**config.mk**
```make
export PLATFORM = sky130hd
export DESIGN_NAME = ball_controller_flat
export DESIGN_NICKNAME = d
export VERILOG_FILES = /design/src/rtl/ball_controller_if.sv /design/src/rtl/ball_controller.sv /design/src/flat_wrapper.sv
export SDC_FILE = /design/constraint.sdc
export NUM_CORES = 1
export LEC_CHECK = 0
export BUFFER_PORTS_ARGS = -buffer_cell sky130_fd_sc_hd__buf_2
export CORE_MARGIN = 3
export CORE_UTILIZATION = 40
export CTS_CLUSTER_DIAMETER = 120
export DETAILED_ROUTE_END_ITERATION = 6
export PLACE_DENSITY_LB_ADDON = 0.12
export RECOVER_POWER = 50
export SETUP_SLACK_MARGIN = 0.2
export SYNTH_ARGS = -nofsm -noshare
export SYNTH_HDL_FRONTEND = slang
export SYNTH_SLANG_ARGS = --single-unit
```
**constraint.sdc**
```tcl
create_clock -name tick -period 5.05 [get_ports tick]
set_input_delay 0 -clock tick [delete_from_list [all_inputs] [get_ports tick]]
set_output_delay 0 -clock tick [all_outputs]
set_load 0.05 [all_outputs]
```
**src/rtl/ball_controller_if.sv**
```systemverilog
// Signal bundle between the Pong ball sequencer, the paddle/input logic and the ball sprite.
interface ball_controller_if;
    logic       start;
    logic [9:0] ball_x;
    logic [9:0] ball_y;
    logic [9:0] paddle_left_y;
    logic [9:0] paddle_right_y;
    logic       bounce_trigger;
    logic       bounce_direction;
    logic       ball_reset_n;
    logic [3:0] score_left;
    logic [3:0] score_right;
    logic       game_over;

    // Game-side view: drives start and positions, observes ball control and scores
    modport master (
        output start, ball_x, ball_y, paddle_left_y, paddle_right_y,
        input  bounce_trigger, bounce_direction, ball_reset_n,
        input  score_left, score_right, game_over
    );

    // Sequencer view
    modport slave (
        input  start, ball_x, ball_y, paddle_left_y, paddle_right_y,
        output bounce_trigger, bounce_direction, ball_reset_n,
        output score_left, score_right, game_over
    );
endinterface

```
**src/rtl/ball_controller.sv**
```systemverilog
// Pong ball sequencer: serve, wall/paddle bounces, misses, scoring and game over.
module ball_controller #(
    parameter int unsigned TOP_Y       = 0,
    parameter int unsigned BOTTOM_Y    = 480,
    parameter int unsigned BALL_W      = 30,
    parameter int unsigned BALL_H      = 30,
    parameter int unsigned PADDLE_LX   = 20,
    parameter int unsigned PADDLE_RX   = 610,
    parameter int unsigned PADDLE_W    = 10,
    parameter int unsigned PADDLE_H    = 80,
    parameter int unsigned MISS_L      = 2,
    parameter int unsigned MISS_R      = 638,
    parameter int unsigned RESET_TICKS = 4,
    parameter int unsigned SERVE_DELAY = 60,
    parameter int unsigned WIN_SCORE   = 9
) (
    input  logic               tick,
    input  logic               reset,
    ball_controller_if.slave   bus
);
    // Collision constants widened to 11 bits so position sums never wrap
    localparam logic [10:0] TOP_Y_W    = 11'(TOP_Y);
    localparam logic [10:0] BOTTOM_Y_W = 11'(BOTTOM_Y);
    localparam logic [10:0] BALL_W_W   = 11'(BALL_W);
    localparam logic [10:0] BALL_H_W   = 11'(BALL_H);
    localparam logic [10:0] PAD_L_EDGE = 11'(PADDLE_LX + PADDLE_W);
    localparam logic [10:0] PAD_R_EDGE = 11'(PADDLE_RX);
    localparam logic [10:0] PADDLE_H_W = 11'(PADDLE_H);
    localparam logic [10:0] MISS_L_W   = 11'(MISS_L);
    localparam logic [10:0] MISS_R_W   = 11'(MISS_R);
    localparam logic [7:0]  SERVE_LAST = 8'(SERVE_DELAY - 1);
    localparam logic [7:0]  RESET_LAST = 8'(RESET_TICKS - 1);
    localparam logic [3:0]  WIN_W      = 4'(WIN_SCORE);

    typedef enum logic [2:0] {
        S_IDLE,
        S_WAIT,
        S_SERVE,
        S_HOLD,
        S_PLAYING,
        S_POINT,
        S_GAME_OVER
    } state_t;

    state_t     state;
    logic [7:0] cnt;
    logic       dir_left;
    logic       dir_up;
    logic       serve_right;
    logic       from_bounce;
    logic [9:0] cap_x;
    logic [9:0] cap_y;

    logic       trigger_q;
    logic       direction_q;
    logic       ball_reset_n_q;
    logic [3:0] score_left_q;
    logic [3:0] score_right_q;
    logic       game_over_q;

    logic [10:0] bx, by, bx_far, by_far, pl_y, pr_y;
    logic        overlap_l, overlap_r;
    logic        miss_l, miss_r, pad_hit, wall_hit, moved, win;

    assign bx     = 11'(bus.ball_x);
    assign by     = 11'(bus.ball_y);
    assign pl_y   = 11'(bus.paddle_left_y);
    assign pr_y   = 11'(bus.paddle_right_y);
    assign bx_far = bx + BALL_W_W;
    assign by_far = by + BALL_H_W;

    assign overlap_l = (by_far > pl_y) && (by < pl_y + PADDLE_H_W);
    assign overlap_r = (by_far > pr_y) && (by < pr_y + PADDLE_H_W);

    assign miss_l   = dir_left && (bx <= MISS_L_W);
    assign miss_r   = !dir_left && (bx_far >= MISS_R_W);
    assign pad_hit  = dir_left ? ((bx <= PAD_L_EDGE) && overlap_l)
                               : ((bx_far >= PAD_R_EDGE) && overlap_r);
    assign wall_hit = dir_up ? (by <= TOP_Y_W) : (by_far >= BOTTOM_Y_W);
    assign moved    = (bus.ball_x != cap_x) || (bus.ball_y != cap_y);
    assign win      = (score_left_q == WIN_W) || (score_right_q == WIN_W);

    assign bus.bounce_trigger   = trigger_q;
    assign bus.bounce_direction = direction_q;
    assign bus.ball_reset_n     = ball_reset_n_q;
    assign bus.score_left       = score_left_q;
    assign bus.score_right      = score_right_q;
    assign bus.game_over        = game_over_q;

    // Game sequencer with registered ball-control and score outputs
    always_ff @(posedge tick or posedge reset) begin
        if (reset) begin
            state          <= S_IDLE;
            cnt            <= 8'd0;
            dir_left       <= 1'b0;
            dir_up         <= 1'b0;
            serve_right    <= 1'b0;
            from_bounce    <= 1'b0;
            cap_x          <= 10'd0;
            cap_y          <= 10'd0;
            trigger_q      <= 1'b0;
            direction_q    <= 1'b0;
            ball_reset_n_q <= 1'b0;
            score_left_q   <= 4'd0;
            score_right_q  <= 4'd0;
            game_over_q    <= 1'b0;
        end else begin
            case (state)
                S_IDLE, S_GAME_OVER: begin
                    if (bus.start) begin
                        state          <= S_WAIT;
                        cnt            <= 8'd0;
                        score_left_q   <= 4'd0;
                        score_right_q  <= 4'd0;
                        game_over_q    <= 1'b0;
                        ball_reset_n_q <= 1'b1;
                    end
                end
                S_WAIT: begin
                    if (cnt == SERVE_LAST) begin
                        cnt         <= 8'd0;
                        state       <= S_SERVE;
                        trigger_q   <= 1'b1;
                        direction_q <= serve_right;
                    end else begin
                        cnt <= cnt + 8'd1;
                    end
                end
                S_SERVE: begin
                    // Ball maps HORIZONTAL to left-down and VERTICAL to right-down
                    dir_left    <= !serve_right;
                    dir_up      <= 1'b0;
                    from_bounce <= 1'b0;
                    cap_x       <= bus.ball_x;
                    cap_y       <= bus.ball_y;
                    state       <= S_HOLD;
                end
                S_HOLD: begin
                    if (moved) begin
                        trigger_q <= 1'b0;
                        state     <= S_PLAYING;
                        if (from_bounce) begin
                            if (direction_q) dir_left <= !dir_left;
                            else             dir_up   <= !dir_up;
                        end
                    end
                end
                S_PLAYING: begin
                    if (miss_l || miss_r) begin
                        if (miss_l) score_right_q <= score_right_q + 4'd1;
                        else        score_left_q  <= score_left_q + 4'd1;
                        // Next serve heads toward whoever conceded
                        serve_right    <= miss_r;
                        ball_reset_n_q <= 1'b0;
                        cnt            <= 8'd0;
                        state          <= S_POINT;
                    end else if (pad_hit || wall_hit) begin
                        trigger_q   <= 1'b1;
                        direction_q <= pad_hit;
                        from_bounce <= 1'b1;
                        cap_x       <= bus.ball_x;
                        cap_y       <= bus.ball_y;
                        state       <= S_HOLD;
                    end
                end
                S_POINT: begin
                    if (cnt == RESET_LAST) begin
                        cnt <= 8'd0;
                        if (win) begin
                            state       <= S_GAME_OVER;
                            game_over_q <= 1'b1;
                        end else begin
                            state          <= S_WAIT;
                            ball_reset_n_q <= 1'b1;
                        end
                    end else begin
                        cnt <= cnt + 8'd1;
                    end
                end
                default: state <= S_IDLE;
            endcase
        end
    end
endmodule

```
**src/flat_wrapper.sv**
```systemverilog
// flat-port wrapper written by rule: the top's interface ports become plain ports
module ball_controller_flat 
#(
    parameter int unsigned TOP_Y       = 0,
    parameter int unsigned BOTTOM_Y    = 480,
    parameter int unsigned BALL_W      = 30,
    parameter int unsigned BALL_H      = 30,
    parameter int unsigned PADDLE_LX   = 20,
    parameter int unsigned PADDLE_RX   = 610,
    parameter int unsigned PADDLE_W    = 10,
    parameter int unsigned PADDLE_H    = 80,
    parameter int unsigned MISS_L      = 2,
    parameter int unsigned MISS_R      = 638,
    parameter int unsigned RESET_TICKS = 4,
    parameter int unsigned SERVE_DELAY = 60,
    parameter int unsigned WIN_SCORE   = 9
)
  (tick, reset, bus_start, bus_ball_x, bus_ball_y, bus_paddle_left_y, bus_paddle_right_y, bus_bounce_trigger, bus_bounce_direction, bus_ball_reset_n, bus_score_left, bus_score_right, bus_game_over);
  ball_controller_if bus_i ();
  input  logic tick;
  input  logic reset;
  input wire logic [$bits(bus_i.start)-1:0] bus_start;
  input wire logic [$bits(bus_i.ball_x)-1:0] bus_ball_x;
  input wire logic [$bits(bus_i.ball_y)-1:0] bus_ball_y;
  input wire logic [$bits(bus_i.paddle_left_y)-1:0] bus_paddle_left_y;
  input wire logic [$bits(bus_i.paddle_right_y)-1:0] bus_paddle_right_y;
  output wire logic [$bits(bus_i.bounce_trigger)-1:0] bus_bounce_trigger;
  output wire logic [$bits(bus_i.bounce_direction)-1:0] bus_bounce_direction;
  output wire logic [$bits(bus_i.ball_reset_n)-1:0] bus_ball_reset_n;
  output wire logic [$bits(bus_i.score_left)-1:0] bus_score_left;
  output wire logic [$bits(bus_i.score_right)-1:0] bus_score_right;
  output wire logic [$bits(bus_i.game_over)-1:0] bus_game_over;
  assign bus_i.start = bus_start;
  assign bus_i.ball_x = bus_ball_x;
  assign bus_i.ball_y = bus_ball_y;
  assign bus_i.paddle_left_y = bus_paddle_left_y;
  assign bus_i.paddle_right_y = bus_paddle_right_y;
  assign bus_bounce_trigger = bus_i.bounce_trigger;
  assign bus_bounce_direction = bus_i.bounce_direction;
  assign bus_ball_reset_n = bus_i.ball_reset_n;
  assign bus_score_left = bus_i.score_left;
  assign bus_score_right = bus_i.score_right;
  assign bus_game_over = bus_i.game_over;
  ball_controller #(.TOP_Y(TOP_Y), .BOTTOM_Y(BOTTOM_Y), .BALL_W(BALL_W), .BALL_H(BALL_H), .PADDLE_LX(PADDLE_LX), .PADDLE_RX(PADDLE_RX), .PADDLE_W(PADDLE_W), .PADDLE_H(PADDLE_H), .MISS_L(MISS_L), .MISS_R(MISS_R), .RESET_TICKS(RESET_TICKS), .SERVE_DELAY(SERVE_DELAY), .WIN_SCORE(WIN_SCORE)) u_core (.tick(tick), .reset(reset), .bus(bus_i));
endmodule
```
==> out/metrics.csv <==
metric,value,unit
leakage power,2.21,nW
minimum clock period,3.72,ns
clk_skew,0.00503,ns
CP max FO,13,
DP HPWL,8150,um
Async SR Flop Fraction,100,%
register area share after synthesis,27.3,%
core region area,0.0104,mm^2
Synth Flop Type,dfrtp_1,
vias in the first global route,3523,
Final WS setup,1.33,ns
count of different cell masters after synthesis,64,
startpoint types,input pin,
worst min-delay path category,in2reg,
clock latency on the worst-skew pair,0.30,ns
Yosys warning total,0,
maxcap violations,1,
Via-to-Cell Ratio,5.43,
first-pass GRT wire length,17200,um
Area contributors post-synth,"dfrtp_1 (27%), ha_1 (14%), mux2_4 (6.6%)",
H-Tree Depth,2,
"count leader, synth",ha_1,
non-filler instance count after layout,664,
drt pass-1 iters,4,
input/output buffers,54,
total power draw,1.84,mW
RSZ-0062 raised after global routing,false,
Clock Pin Slew Worst Setup and Hold Paths,0.09,ns
CTS tree,yes,
area fraction of the dominant cell type after synthesis,27.3,%
DR vias,3604,
outcome,"finished, violations left",
Yosys reg bits,47,
Initial Utilization,41.4,%
Routed Antenna Nets,0,
layout cells sized above 1,15.7,%
Overflow after GRT,0,
clk buf depth,2,
Critical Path AT,3.91,ns
Final GP Congestion,0.945,
die area,0.0121,mm^2
Commonest cells post-synth,"ha_1 (49), dfrtp_1 (47), inv_1 (38), nand2_1 (36), nor2_1 (30)",
Area after DPL,0.00464,mm^2
gr usage total,18.0,%
"Hold Vio Cnt, Final",0,
placement row count,37,
failing checks,"max-capacitance violations, max-slew violations",
placed cells,655,
fmax,269,MHz
Max VDD drop,247,uV
crit end category,flip-flop,
P&R area growth vs syn,10.2,%
Worst slew margin,-20.5,%
DRC,0,
initial antenna violation count,0,
worst endpoint required time,5.24,ns
Syn Area/Cell,8.96,um^2
DRT iter0 DRCs,138,
Avg WL per Cell,15.8,um
Post-synth EDFFs,0,
setup TNS,0,ns
Post-Syn Nets,573,
Fillers,1059,
Post-Syn Instances,481,
clock sink count,47,
setup violators final,0,
Clock Root Buffer,clkbuf_8,
fin. max-slew vios,48,
diodes inserted,0,
final wirelength,10500,um
largest net degree at the start of global routing,48,
TritonCTS Buffers,5,
class of the most critical setup path,in2reg,
Die Y,110,um
DIE WIDTH,110,um
Least-Margin Pin Slew,1.81,ns
mapped cell area,0.00431,mm^2
io pins,55,
nets@finish,619,
post-route cell area,0.00475,mm^2
PD cells,387,mW/mm^2
leading area contributor after synthesis,dfrtp_1,
Reg2Reg Setup Slack,1.95,ns
pre-CTS setup slack,0.999,ns
crit share post-route,73.7,%
## cell type report
type | count | area [um^2] | share of cell area (%)
clock buffers | 6 | 82.6 | 1.74
clock inverters | 2 | 35.0 | 0.737
flip-flops and latches | 47 | 1180 | 24.8
well taps | 136 | 170 | 3.58
inverters | 38 | 143 | 3.00
repair buffers | 56 | 273 | 5.74
multi-input cells | 379 | 2870 | 60.4
## through the flow
stage	hold slack [ns]	util, %
2_1_floorplan	0.148	-
3_3_place_gp	0.300	44.5
3_5_place_dp	0.314	44.5
4_1_cts	0.00813	45.8
5_1_grt	0.0185	45.6
6_report	0.0148	45.6
## registers in the layout, indices dropped and copies added (netlist names), 3 cells and up
name and cells:
u_core.cap_x 10, u_core.bus.score_left 4, u_core.bus.score_right 4, u_core.state 3, u_core.cnt 8, u_core.cap_y 10
## kinds of logic after synthesis
kind of cell             after synthesis  synth area share [%]
XOR/XNOR                              41                  8.33
flip-flops                            47                  27.3
multiplexers                          23                  7.61
AO/OA/AOI/OAI                        106                  16.2
AND/OR/NAND/NOR                      160                  20.3
adder cells (fa/ha/maj)               49                  14.2
buffers and inverters                 55                  6.10
## layout by cell type (no fill, tap or decap), types with 6 or more instances in the layout
cell type and count:
ha_1 49, dfrtp_1 47, buf_2 42, inv_1 38
nand2_1 36, nor2_1 30, xnor2_1 26, a21oi_1 25
o21ai_0 23, nand3_1 19, mux2_4 19, xor2_1 15
nand4_1 14, clkbuf_1 12, nor3_1 9, a31oi_1 8
a21o_1 8, nor4_1 7, nor3b_1 6, clkbuf_8 6
## timing repair
item	in CTS	in global routing
hold endpoints to repair	47	0
resized for setup	0	0
setup endpoints to repair	0	0
hold buffers	1	0
buffers inserted	0	0
## power by group
part	switching [mW]	internal, mW	leakage, nW
Sequential	0.143	0.514	0.580
Clock	0.134	0.160	0.0612
Combinational	0.459	0.428	1.56
Total	0.736	1.10	2.21
## worst paths after layout
kind	start	end	cells past startpoint
min in group asynchronous	reset	u_core.bus.score_left[0]	3
worst min register to register	u_core.bus.bounce_trigger	u_core.bus.bounce_trigger	1
worst min-delay path	bus_ball_x[0]	u_core.cap_x[0]	2
worst max-delay path	bus_ball_y[1]	u_core.cap_y[7]	16
worst max register to register	u_core.dir_left	u_core.cap_y[7]	9
max in group asynchronous	reset	u_core.cap_y[9]	3
## per-layer routing
metal  up-vias  share of wire, %  track usage (%)
li1       1830                 -                -
met1      1720                50             25.0
met2        49                47             30.2
met3         5               2.5             2.41
met4         0              0.53             2.94
met5         -                 0                0
## critical path, cell delays in order
cell	delay, ns
buf_2	0.16
inv_1	0.12
ha_1	0.20
nor3b_2	0.39
nor2_1	0.09
xor2_1	0.17
ha_1	0.33
nand4_1	0.15
a211oi_1	0.33
nor4b_2	0.08
a2111o_1	0.42
nor4b_2	0.18
and2_4	0.18
a21oi_4	0.46
buf_4	0.32
mux2_4	0.31
(Power assumes the default switching activity.)
